$ cat src/rtl/ordered_write_commit_pkg.sv
// Shared types and helpers for the ordered write-commit block and its queue.
package ordered_write_pkg;

    typedef logic [15:0] cnt16_t;

    localparam cnt16_t CNT_MAX = 16'hFFFF;

    function automatic int ptr_w(input int depth);
        return (depth > 32'sd1) ? $clog2(depth) : 32'sd1;
    endfunction

endpackage

$ cat src/rtl/ordered_write_commit_wc_fifo.sv
// Circular buffer with push, pop and in-place tail overwrite; no accept policy here.
module wc_fifo
    import ordered_write_pkg::*;
#(
    parameter int WIDTH = 1,
    parameter int DEPTH = 4
) (
    input  logic                       clk,
    input  logic                       rst,
    input  logic                       i_push,
    input  logic                       i_pop,
    input  logic                       i_ovr,
    input  logic [WIDTH-1:0]           i_data,
    output logic [WIDTH-1:0]           o_head,
    output logic [ptr_w(DEPTH):0]      o_count,
    output logic                       o_empty,
    output logic                       o_full
);

    localparam int             PW       = ptr_w(DEPTH);
    localparam logic [PW:0]    FULL_CNT = (PW+1)'(DEPTH);
    localparam logic [PW:0]    ZERO_CNT = {(PW+1){1'b0}};

    logic [WIDTH-1:0] r_mem [DEPTH];
    logic [PW-1:0]    r_wr_ptr;
    logic [PW-1:0]    r_rd_ptr;
    logic [PW:0]      r_count;

    logic             w_do_push;
    logic             w_do_pop;
    logic             w_do_ovr;
    logic [PW-1:0]    w_tail_ptr;

    assign w_do_push  = i_push && (r_count != FULL_CNT);
    assign w_do_pop   = i_pop && (r_count != ZERO_CNT);
    assign w_do_ovr   = i_ovr && !i_push && (r_count != ZERO_CNT);
    assign w_tail_ptr = r_wr_ptr - PW'(1);

    // Pointer and occupancy bookkeeping.
    always_ff @(posedge clk or posedge rst) begin
        if (rst) begin
            r_wr_ptr <= {PW{1'b0}};
            r_rd_ptr <= {PW{1'b0}};
            r_count  <= ZERO_CNT;
        end else begin
            if (w_do_push) begin
                r_wr_ptr <= r_wr_ptr + PW'(1);
            end
            if (w_do_pop) begin
                r_rd_ptr <= r_rd_ptr + PW'(1);
            end
            case ({w_do_push, w_do_pop})
                2'b10:   r_count <= r_count + (PW+1)'(1);
                2'b01:   r_count <= r_count - (PW+1)'(1);
                default: r_count <= r_count;
            endcase
        end
    end

    // Entry storage; overwrite targets the most recently pushed slot.
    always_ff @(posedge clk or posedge rst) begin
        if (rst) begin
            for (int i = 0; i < DEPTH; i++) begin
                r_mem[i] <= {WIDTH{1'b0}};
            end
        end else if (w_do_push) begin
            r_mem[r_wr_ptr] <= i_data;
        end else if (w_do_ovr) begin
            r_mem[w_tail_ptr] <= i_data;
        end
    end

    assign o_head  = r_mem[r_rd_ptr];
    assign o_count = r_count;
    assign o_empty = (r_count == ZERO_CNT);
    assign o_full  = (r_count == FULL_CNT);

endmodule

$ cat src/rtl/ordered_write_commit.sv
// Commits queued writes to out_q strictly in program order, one per cycle,
// with optional coalescing of pending writes into the tail entry.
module ordered_write_commit
    import ordered_write_pkg::*;
#(
    parameter int               WIDTH     = 1,
    parameter int               DEPTH     = 4,
    parameter int               COALESCE  = 0,
    parameter logic [WIDTH-1:0] RESET_VAL = {WIDTH{1'b0}}
) (
    input  logic              clk,
    input  logic              rst,
    input  logic              wr_valid,
    input  logic [WIDTH-1:0]  wr_data,
    output logic              wr_ready,
    input  logic              commit_ready,
    output logic [WIDTH-1:0]  out_q,
    output logic              out_commit,
    output logic              settled,
    output cnt16_t            commit_count,
    output cnt16_t            coalesce_count
);

    localparam int          PW      = ptr_w(DEPTH);
    localparam logic [PW:0] CNT_TWO = (PW+1)'(2);
    localparam bit          COAL_EN = (COALESCE != 32'sd0);

    logic [WIDTH-1:0] w_head;
    logic [PW:0]      w_count;
    logic             w_empty;
    logic             w_full;
    logic             w_wr_ready;
    logic             w_accept;
    logic             w_pop;
    logic             w_push;
    logic             w_ovr;

    logic [WIDTH-1:0] r_out_q;
    logic             r_out_commit;
    cnt16_t           r_commit_count;
    cnt16_t           r_coalesce_count;

    wc_fifo #(
        .WIDTH (WIDTH),
        .DEPTH (DEPTH)
    ) u_fifo (
        .clk     (clk),
        .rst     (rst),
        .i_push  (w_push),
        .i_pop   (w_pop),
        .i_ovr   (w_ovr),
        .i_data  (wr_data),
        .o_head  (w_head),
        .o_count (w_count),
        .o_empty (w_empty),
        .o_full  (w_full)
    );

    // Ready depends only on registered occupancy, never on commit_ready.
    assign w_wr_ready = COAL_EN ? 1'b1 : !w_full;
    assign w_accept   = wr_valid && w_wr_ready;
    assign w_pop      = !w_empty && commit_ready;

    // Push vs overwrite; a lone entry leaving this cycle must not be clobbered.
    always_comb begin
        w_push = 1'b0;
        w_ovr  = 1'b0;
        if (!w_accept) begin
            w_push = 1'b0;
        end else if (!COAL_EN || w_empty) begin
            w_push = 1'b1;
        end else if ((w_count >= CNT_TWO) || !w_pop) begin
            w_ovr = 1'b1;
        end else begin
            w_push = 1'b1;
        end
    end

    // Commit register, commit pulse and event counters.
    always_ff @(posedge clk or posedge rst) begin
        if (rst) begin
            r_out_q          <= RESET_VAL;
            r_out_commit     <= 1'b0;
            r_commit_count   <= 16'h0000;
            r_coalesce_count <= 16'h0000;
        end else begin
            r_out_commit <= w_pop;
            if (w_pop) begin
                r_out_q        <= w_head;
                r_commit_count <= r_commit_count + 16'h0001;
            end
            if (w_ovr && (r_coalesce_count != CNT_MAX)) begin
                r_coalesce_count <= r_coalesce_count + 16'h0001;
            end
        end
    end

    assign wr_ready       = w_wr_ready;
    assign out_q          = r_out_q;
    assign out_commit     = r_out_commit;
    assign settled        = w_empty;
    assign commit_count   = r_commit_count;
    assign coalesce_count = r_coalesce_count;

endmodule

$ cat config.mk
export PLATFORM = sky130hd
export DESIGN_NAME = ordered_write_commit
export DESIGN_NICKNAME = d
export VERILOG_FILES = /design/src/rtl/ordered_write_commit_pkg.sv /design/src/rtl/ordered_write_commit_wc_fifo.sv /design/src/rtl/ordered_write_commit.sv
export SDC_FILE = /design/constraint.sdc
export NUM_CORES = 1
export LEC_CHECK = 0
export CAP_MARGIN = 20
export CORE_ASPECT_RATIO = 0.6
export CORE_MARGIN = 2
export CORE_UTILIZATION = 50
export DETAILED_ROUTE_END_ITERATION = 10
export PLACE_DENSITY_LB_ADDON = 0.05
export SLEW_MARGIN = 5
export SYNTH_ARGS = -nofsm -noshare
export SYNTH_HDL_FRONTEND = slang
export SYNTH_HIERARCHICAL = 1
export SYNTH_SLANG_ARGS = --single-unit
$ cat constraint.sdc
create_clock -name clk -period 4.3 [get_ports clk]
set_input_delay 0.86 -clock clk [delete_from_list [all_inputs] [get_ports clk]]
set_output_delay 0.86 -clock clk [all_outputs]
set_load 0.02 [all_outputs]
Word level (Yosys, flattened, before mapping). Index checks and enable logic that the tools add are counted.

Reductions and logical operators: 10. Mux-type cells: 9. Bitwise operators: 2. Add/subtract/negate cells: 5. Equality and inequality tests: 4. Order comparisons: 3.

Operators with widths (count): adder 16 x 1 -> 16 bit, second input constant (1); >= comparator 3 bit, second input constant (2); inverter 2 -> 3 bit (2); case mux 3 bit (2 select lines) (1); logical AND 1 bit (5); adder 2 x 1 -> 2 bit, second input constant (2); bitwise mux 4 bit (1); two-way mux 1 bit (4); two-way mux 4 bit (1); adder 3 x 1 -> 3 bit, second input constant (1); equality test 3 bit, second input constant (1); logical NOT 3 bit (1); less-than comparator 3 x 1 -> 1 bit, second input constant (1); inequality test 3 bit, second input constant (1); nonzero test 3 bit (1); subtractor 3 x 1 -> 3 bit, second input constant (1); binary-select mux 1 bit (select 2 bit) (1); demux 1 bit (select 2 bit) (1); equality test 2 x 1 -> 1 bit, second input constant (1); equality test 2 bit, second input constant (1); logical NOT 1 bit (2); nonzero test 2 bit (1).

Output and inout bits: 36. Input bits: 5. Logic and storage cells: 43. Bits in registers: 29.

Longest topological paths before layout. Gate-level depths: netlist (run 1).

Word-level depth: 7. Mapped depth: 11. Depth with buffers taken out: 10.

Cells and area by module. The synthesis (run 1) kept the hierarchy.

Modules (own cells, without submodules): ordered_write_commit (cells each 83, area an instance 917.1 µm², instances 1); wc_fifo (cells each 56, area an instance 680.7 µm², instances 1).

Least setup slack after synthesis (run 1). Ideal clock, no wire load.

Path kind: input-to-reg. Start: input commit_ready. End: register u_fifo.r_count[2], in the netlist u_fifo/o_count[2]. Required time: 4.221 ns. Setup slack: 1.850 ns. Stages on the path: 9. Arrival: 2.371 ns. Cells stage by stage: nor2b_1 clkbuf_1 o31a_2 ha_1 inv_1 fa_1 xor2_1 nor2_1 xor2_1.

Cells in the longest elaborated chain, start to end: 4.

RTL lines: start: declaration (line ordered_write_commit.sv:16) `input logic commit_ready,`; logical AND 1 bit * (line ordered_write_commit.sv:62) `assign w_pop = !w_empty && commit_ready;`; via w_pop (line ordered_write_commit.sv:34) `logic w_pop;`; logical AND 1 bit * (line ordered_write_commit_wc_fifo.sv:35) `assign w_do_pop = i_pop && (r_count != ZERO_CNT);`; equality test 2 x 1 -> 1 bit / equality test 2 bit (equally long branches) (line ordered_write_commit_wc_fifo.sv:52) `case ({w_do_push, w_do_pop})`; case mux 3 bit (2 select lines) / nonzero test 2 bit (equally long branches); end signal: assignment (line ordered_write_commit_wc_fifo.sv:53) `2'b10: r_count <= r_count + (PW+1)'(1);`; end signal: assignment (line ordered_write_commit_wc_fifo.sv:54) `2'b01: r_count <= r_count - (PW+1)'(1);`; end signal: assignment (line ordered_write_commit_wc_fifo.sv:55) `default: r_count <= r_count;`; end: declaration (line ordered_write_commit_wc_fifo.sv:27) `logic [PW:0] r_count;`.

The timed path passes the listed nets; every way through them passes the cells marked *. A chain may end at the register's enable or synchronous reset.

Worst setup path after layout (run 1).
Start: input commit_ready. End: register u_fifo.r_count[2], in the netlist u_fifo/o_count[2].

Cells in the longest elaborated chain, start to end: 4.

RTL lines (line): logical AND 1 bit * (ordered_write_commit.sv:62); logical AND 1 bit * (ordered_write_commit_wc_fifo.sv:35); equality test 2 x 1 -> 1 bit / equality test 2 bit (equally long branches) (ordered_write_commit_wc_fifo.sv:52); case mux 3 bit (2 select lines) / nonzero test 2 bit (equally long branches).

Mark *: on every way between the ends. The rest lies on a longest branch, timed or not.

==> tab_implementation.tex, run 1 <==
\begin{tabular}{lr}
\hline
Metric & Value \\
\hline
\multicolumn{2}{l}{\textbf{Logic synthesis}} \\
Number of enable flip-flop cells after synthesis & 0 \\
Number of distinct library cells after synthesis & 27 \\
Warnings, synthesis & 6 \\
Synthesis-stage register bit count & 29 \\
Post-synthesis area per instance & 11.5 um\^{}2 \\
Post-synthesis cell count & 139 \\
Most common flop cell mapped by yosys & dfrtp\_1 \\
Post-synthesis async set-or-reset flop share & 1.00 \\
Sequential cell area fraction in the yosys report & 0.454 \\
Post-synthesis instance area & 0.00160 mm\^{}2 \\
\multicolumn{2}{l}{\textbf{Setup path}} \\
Highest cell delay on the worst timing path & 0.52 ns \\
Worst Path Required & 4.50 ns \\
Max Fanout on Critical Path & 7 \\
Critical path data arrival time & 3.24 ns \\
Crit path cell chain & clkdlybuf4s50\_1 -> nor2b\_1 -> o31a\_2 -> ha\_1 -> inv\_1 -> fa\_1 -> xor2\_1 -> nor2\_1 -> xor2\_1 \\
Crit Path Class & in2reg \\
CP bufs+invs & 2 \\
Top delay family on crit path & simple AND/OR/NAND/NOR gates \\
CP Launch Type & input port \\
Slowest stage cell on the critical path & clkdlybuf4s50\_1 \\
CP dominant cell by count & xor2\_1 \\
Type of element capturing the critical path & flop \\
\multicolumn{2}{l}{\textbf{Die}} \\
Io pins & 41 \\
Placeable core region & 0.00297 mm\^{}2 \\
Die area & 0.00368 mm\^{}2 \\
Row count & 15 \\
Floorplan die height & 47.8 um \\
Horizontal extent of the die & 77.0 um \\
Starting density of the core & 0.539 \\
\multicolumn{2}{l}{\textbf{Job}} \\
Number of maximum-capacitance constraint violations & 0 \\
\multicolumn{2}{l}{\textbf{Clock tree}} \\
Number of sinks handled by clock tree synthesis & 29 \\
Clock tree buffer depth & 2 \\
Post-CTS setup repair buffer count & 0 \\
Post-CTS Resized & 0 \\
Number of buffers added to fix hold violations after cts & 0 \\
Clock buffer count from CTS & 5 \\
CTS Root Cell & clkbuf\_8 \\
Clock transition at the register clock pins on the worst setup and hold paths after CTS & 0.06 ns \\
H-tree depth & 2 \\
TritonCTS clock tree & built \\
Worst skew pair latency & 0.28 ns \\
\multicolumn{2}{l}{\textbf{Final layout}} \\
Area taken by multi-input logic gates & 771 um\^{}2 \\
Share of cells above drive strength 1 & 0.130 \\
Layout area overhead & 19.3\% \\
Number of antenna diodes & 0 \\
Most used cells in the layout excluding fill and tap cells & 29 x dfrtp\_1, 24 x clkdlybuf4s50\_1, 17 x conb\_1, 11 x xnor2\_1, 11 x xor2\_1 \\
Total number of nets in the final design & 182 \\
Final non-filler cell area & 0.00191 mm\^{}2 \\
Fill cell instance count of the final layout & 240 \\
Most common library cell in the layout ignoring fill and taps & dfrtp\_1 \\
Flip-flop and latch area & 726 um\^{}2 \\
\multicolumn{2}{l}{\textbf{STA}} \\
Actual transition at the worst max-transition pin & 0.676 ns \\
Highest Clock Rate & 328 MHz \\
Setup repair after global routing missed its margin & no \\
Number of hold-slack violations in the final timing report & 0 \\
Number of max-slew violations in the final report & 0 \\
Post-Route Setup TNS & 0 ns \\
Max-slew headroom at the worst pin & 0.549 \\
Post-layout min period & 3.04 ns \\
Share of the cycle needed by the critical path after routing & 0.708 \\
Setup skew after layout & 0.00586 ns \\
Number of failing setup endpoints in the final timing report & 0 \\
\multicolumn{2}{l}{\textbf{GRT}} \\
Remaining Overflow, GRT & 0 \\
GRT Resource Usage Total & 0.169 \\
Antenna violations before repair & 0 \\
Maximum number of pins on one net before global-route repair & 19 \\
Via count of the first global-routing pass & 961 \\
Wire length of the first global-routing pass & 4430 um \\
\multicolumn{2}{l}{\textbf{Drt}} \\
Via density per instance & 4.67 \\
Detailed-route DRC error count & 0 \\
Number of detailed-routing iterations run before antenna repair & 4 \\
Total Routed Length & 2800 um \\
Initial drt markers & 33 \\
Number of antenna-violating nets in the routed design & 0 \\
Detailed-route wire length per cell & 13.3 um \\
Count of vias placed by the detailed router & 985 \\
\multicolumn{2}{l}{\textbf{Power and ir drop}} \\
Static leakage power & 0.915 nW \\
Power density relative to cell area & 642 mW/mm\^{}2 \\
Worst supply voltage drop on vdd & 0.410 mV \\
\multicolumn{2}{l}{\textbf{Outcome}} \\
Run status & finished clean \\
\multicolumn{2}{l}{\textbf{Placement}} \\
Placed Area & 0.00182 mm\^{}2 \\
Number of port buffers & 24 \\
Detailed placer's ending HPWL & 2090 um \\
Final RePlAce weighted congestion & 0.790 \\
\multicolumn{2}{l}{\textbf{Hold path}} \\
Min-Delay Path Class & reg2reg \\
\hline
\end{tabular}
-- state kept, by name, indices dropped and copies added, names as in the netlist --
name             count
u_fifo/o_count       3
out_commit           1
u_fifo/r_rd_ptr      2
out_q                1
u_fifo/r_mem         4
u_fifo/r_wr_ptr      2
commit_count        16
-- final cells by class --
| class | instances | share of cell area |
|---|---|---|
| multi-input combinational | 100 | 0.404 |
| tap | 42 | 0.0276 |
| clock buffer | 5 | 0.0361 |
| timing repair buffer | 24 | 0.126 |
| sequential | 29 | 0.381 |
| inverter | 8 | 0.0158 |
| clock inverter | 3 | 0.00919 |
-- cells by family after synthesis --
logic type | Yosys count | synth area share
AOI/OAI and AO/OA | 6 | 0.0313
xor gates and xnor gates | 22 | 0.121
and+or+nand+nor | 33 | 0.121
buffers and inverters | 26 | 0.101
other | 1 | 0.00235
DFF | 29 | 0.454
muxes | 13 | 0.0948
adders and majority gates | 9 | 0.0752
-- report_power, final --
part	total, mW	leakage [nW]	switching (mW)	internal (mW)
logic	0.535	0.507	0.268	0.268
registers	0.472	0.365	0.104	0.368
clock network	0.217	0.0439	0.106	0.111
-- synth_stat cells (all sizes together) (2+ instances only) --
library cell	n	share of area
a211oi	4	0.019
and3	4	0.016
buf	17	0.080
dfrtp	29	0.45
ha	8	0.063
inv	8	0.019
mux2	7	0.049
mux2i	5	0.031
nand2	9	0.021
nand3	4	0.013
nor2	5	0.012
nor2b	2	0.0078
nor3	3	0.0094
nor4	2	0.017
xnor2	11	0.060
xor2	11	0.060
-- metrics by stage --
| step | cells | power (mW) | worst slack, ns | hold slack (ns) | util |
|---|---|---|---|---|---|
| after floorplan | 155 | 0.843 | 1.85 | 0.453 | - |
| after global placement | 203 | 0.991 | 1.14 | 0.461 | 0.614 |
| after detailed placement | 203 | 1.01 | 0.997 | 0.472 | 0.614 |
| after CTS | 211 | 1.23 | 1.28 | 0.485 | 0.643 |
| after global routing | 211 | 1.30 | 1.13 | 0.507 | 0.643 |
| final | 211 | 1.22 | 1.26 | 0.477 | 0.643 |
-- final timing paths --
| kind | from | endpoint | slack (ns) | cells past startpoint |
|---|---|---|---|---|
| max | commit_ready | u_fifo/o_count[2] | 1.26 | 9 |
| min | commit_count[15] | commit_count[15] | 0.48 | 1 |
| max reg2reg | u_fifo/o_count[0] | u_fifo/o_count[2] | 1.66 | 10 |
| min reg2reg | commit_count[15] | commit_count[15] | 0.48 | 1 |
| max in group asynchronous | rst | commit_count[4] | 2.86 | 2 |
| min in group asynchronous | rst | u_fifo/r_rd_ptr[0] | 0.91 | 2 |
-- per-layer routing --
metal | GRT usage | vias to the layer above | share of wire
met5 | 0 | - | 0
met4 | 0.0750 | 0 | 0.010
met3 | 0.0566 | 5 | 0.067
met2 | 0.242 | 42 | 0.36
met1 | 0.238 | 454 | 0.56
li1 | - | 484 | -
No activity file was read; power rests on OpenSTA's default activity.
==> run 2: changes to the inputs <==
Settings changed: CORE_UTILIZATION 50 to 44.
Clock period 4.3 ns to 2.5 ns, I/O delays scaled along.
==> run 2 against run 1 <==
Against the previous run:
- clock skew decreased by 0.0026 ns
- worst hold slack better by 0.0059 ns
- via count grew 3.2%
- worst setup slack lost 0.99 ns
- sequential power rose by 71%
- highest routed layer unchanged
==> tab_implementation.tex, run 2 (synthesis gave the netlist of run 1 again) <==
\begin{tabular}{lr}
\hline
Metric & Value \\
\hline
\multicolumn{2}{l}{\textbf{Clock tree}} \\
Number of buffers added to fix hold violations after cts & 0 (unchanged) \\
Post-CTS setup repair buffer count & 0 (unchanged) \\
TritonCTS clock tree & built \\
Clock buffer count from CTS & 5 (unchanged) \\
Clock transition at the register clock pins on the worst setup and hold paths after CTS & 0.06 ns (about the same) \\
Worst skew pair latency & 0.27 ns (about the same) \\
Post-CTS Resized & 0 (unchanged) \\
H-tree depth & 2 (unchanged) \\
CTS Root Cell & clkbuf\_8 \\
Number of sinks handled by clock tree synthesis & 29 (unchanged) \\
Clock tree buffer depth & 2 (unchanged) \\
\multicolumn{2}{l}{\textbf{Die}} \\
Floorplan die height & 50.7 um (+6.0\%) \\
Die area & 0.00414 mm\^{}2 (+13\%) \\
Horizontal extent of the die & 81.8 um (+6.3\%) \\
Io pins & 41 (unchanged) \\
Placeable core region & 0.00336 mm\^{}2 (+13\%) \\
Starting density of the core & 0.475 (-0.0637) \\
Row count & 16 (+1) \\
\multicolumn{2}{l}{\textbf{Final layout}} \\
Number of antenna diodes & 0 (unchanged) \\
Most common library cell in the layout ignoring fill and taps & dfrtp\_1 \\
Share of cells above drive strength 1 & 0.138 (+0.00775) \\
Most used cells in the layout excluding fill and tap cells & 29 x dfrtp\_1, 24 x clkdlybuf4s50\_1, 17 x conb\_1, 11 x xnor2\_1, 11 x xor2\_1 \\
Filler-free cell count of the finished design & 219 (+3.8\%) \\
Max reg flops & 16 (unchanged) \\
Total number of nets in the final design & 187 (+2.7\%) \\
Layout area overhead & 21.5\% \\
\multicolumn{2}{l}{\textbf{Setup path}} \\
Critical path data arrival time & 1.73 ns (-1.51 ns) \\
CP Launch Type & flop \\
Slowest stage cell on the critical path & clkdlybuf4s50\_1 \\
Type of element capturing the critical path & output port \\
CP bufs+invs & 1 (-1) \\
Highest cell delay on the worst timing path & 0.68 ns (+0.16 ns) \\
Max Fanout on Critical Path & 5 (-2) \\
Crit path cell chain & nor3\_1 -> clkdlybuf4s50\_1 \\
Crit Path Class & reg2out \\
Top delay family on crit path & buffers and inverters \\
Worst Path Required & 2.00 ns (-2.50 ns) \\
\multicolumn{2}{l}{\textbf{STA}} \\
Number of hold-slack violations in the final timing report & 0 (unchanged) \\
Post-layout min period & 2.23 ns \\
Highest Clock Rate & 448 MHz \\
Number of failing setup endpoints in the final timing report & 0 (unchanged) \\
Actual transition at the worst max-transition pin & 0.666 ns (-0.0102 ns) \\
Setup repair after global routing missed its margin & no \\
Post-Route Setup TNS & 0 ns (unchanged) \\
Setup skew after layout & 0.00324 ns (-0.00262 ns) \\
Max-slew headroom at the worst pin & 0.556 (+0.00681) \\
Share of the cycle needed by the critical path after routing & 0.893 \\
Number of max-slew violations in the final report & 0 (unchanged) \\
\multicolumn{2}{l}{\textbf{Drt}} \\
Detailed-route wire length per cell & 12.3 um (-7.2\%) \\
Count of vias placed by the detailed router & 1017 (+3.2\%) \\
Via density per instance & 4.64 (-0.52\%) \\
Number of detailed-routing iterations run before antenna repair & 4 (unchanged) \\
Number of antenna-violating nets in the routed design & 0 (unchanged) \\
Detailed-route DRC error count & 0 (unchanged) \\
Initial drt markers & 36 (+9.1\%) \\
Total Routed Length & 2700 um (-3.7\%) \\
\multicolumn{2}{l}{\textbf{Power and ir drop}} \\
Net load switching power & 779 uW (+63\%) \\
Sequential power share & 0.388 (+0.003) \\
Power density relative to cell area & 1070 mW/mm\^{}2 (+67\%) \\
Clk pwr share & 0.172 (-0.005) \\
Proportion of total power due to net switching & 0.373 (-0.0169) \\
Static leakage power & 0.936 nW (+2.3\%) \\
Cell Int Power & 1.31 mW (+75\%) \\
Combinational cell fraction of total power & 0.440 (+0.003) \\
Worst supply voltage drop on vdd & 0.544 mV (+33\%) \\
\multicolumn{2}{l}{\textbf{Job}} \\
Number of maximum-capacitance constraint violations & 0 (unchanged) \\
\multicolumn{2}{l}{\textbf{GRT}} \\
Via count of the first global-routing pass & 961 (unchanged) \\
GRT Resource Usage Total & 0.155 (-0.0140) \\
Wire length of the first global-routing pass & 4680 um (+5.6\%) \\
Maximum number of pins on one net before global-route repair & 19 (unchanged) \\
Antenna violations before repair & 0 (unchanged) \\
Remaining Overflow, GRT & 0 (unchanged) \\
\multicolumn{2}{l}{\textbf{Placement}} \\
Cell Count Post-Placement & 211 (+3.9\%) \\
Final RePlAce weighted congestion & 0.768 (-2.8\%) \\
Number of port buffers & 24 (unchanged) \\
Detailed placer's ending HPWL & 2140 um (+2.3\%) \\
\multicolumn{2}{l}{\textbf{Hold path}} \\
Min-Delay Path Class & reg2reg \\
\multicolumn{2}{l}{\textbf{Outcome}} \\
Run status & finished clean \\
\hline
\end{tabular}
==> run 2: cell types whose count changed in the layout (fill, tap and decap cells not counted) <==
cell	delta
buf_4	+5
clkinvlp_4	-1
clkinv_2	-2
clkbuf_1	+3
==> run 2: worst paths after layout <==
path | startpoint | endpoint | slack, ns | cells past startpoint
setup / recovery | u_fifo/o_count[0] | settled | 0.27 | 2
hold / removal | commit_count[15] | commit_count[15] | 0.48 | 1
setup reg to reg | u_fifo/o_count[0] | u_fifo/o_count[2] | 0.35 | 10
hold reg to reg | commit_count[15] | commit_count[15] | 0.48 | 1
max in group asynchronous | rst | commit_count[7] | 1.42 | 2
min in group asynchronous | rst | u_fifo/r_mem[2] | 0.55 | 2
==> run 2: layer usage <==
metal  global-route usage  up-vias  part of all wire
met2                0.202       35              0.39
li1                     -      497                 -
met1                0.230      480              0.53
met4               0.0500        0             0.013
met3               0.0612        5             0.069
met5                    0        -                 0
==> run 2: power groups by stage <==
stage          Combinational, mW  Sequential (mW)  Clock (mW)
2_1_floorplan              0.601            0.849           0
3_3_place_gp               0.903            0.812           0
3_5_place_dp               0.931            0.818           0
4_1_cts                    0.936            0.813       0.374
5_1_grt                     1.03            0.839       0.395
6_report                   0.919            0.808       0.359
==> run 2: area by class of cell <==
| class | count | area [um^2] |
|---|---|---|
| inverter | 8 | 30.0 |
| clock buffer | 8 | 80.1 |
| fill | 292 | 1420 |
| tap | 45 | 56.3 |
| sequential | 29 | 726 |
| timing repair buffer | 29 | 278 |
| multi-input combinational | 100 | 771 |
==> run 2: stage by stage <==
step                setup WS [ns]   util  power [mW]  hold slack (ns)  cell area, um^2
global placement           0.0930  0.553        1.72            0.461             1860
detailed placement         0.0530  0.553        1.75            0.477             1860
finish                      0.267  0.577        2.09            0.483             1940
global route                0.159  0.577        2.26            0.499             1940
floorplan                   0.162      -        1.45            0.352             1660
CTS                         0.240  0.577        2.12            0.489             1940
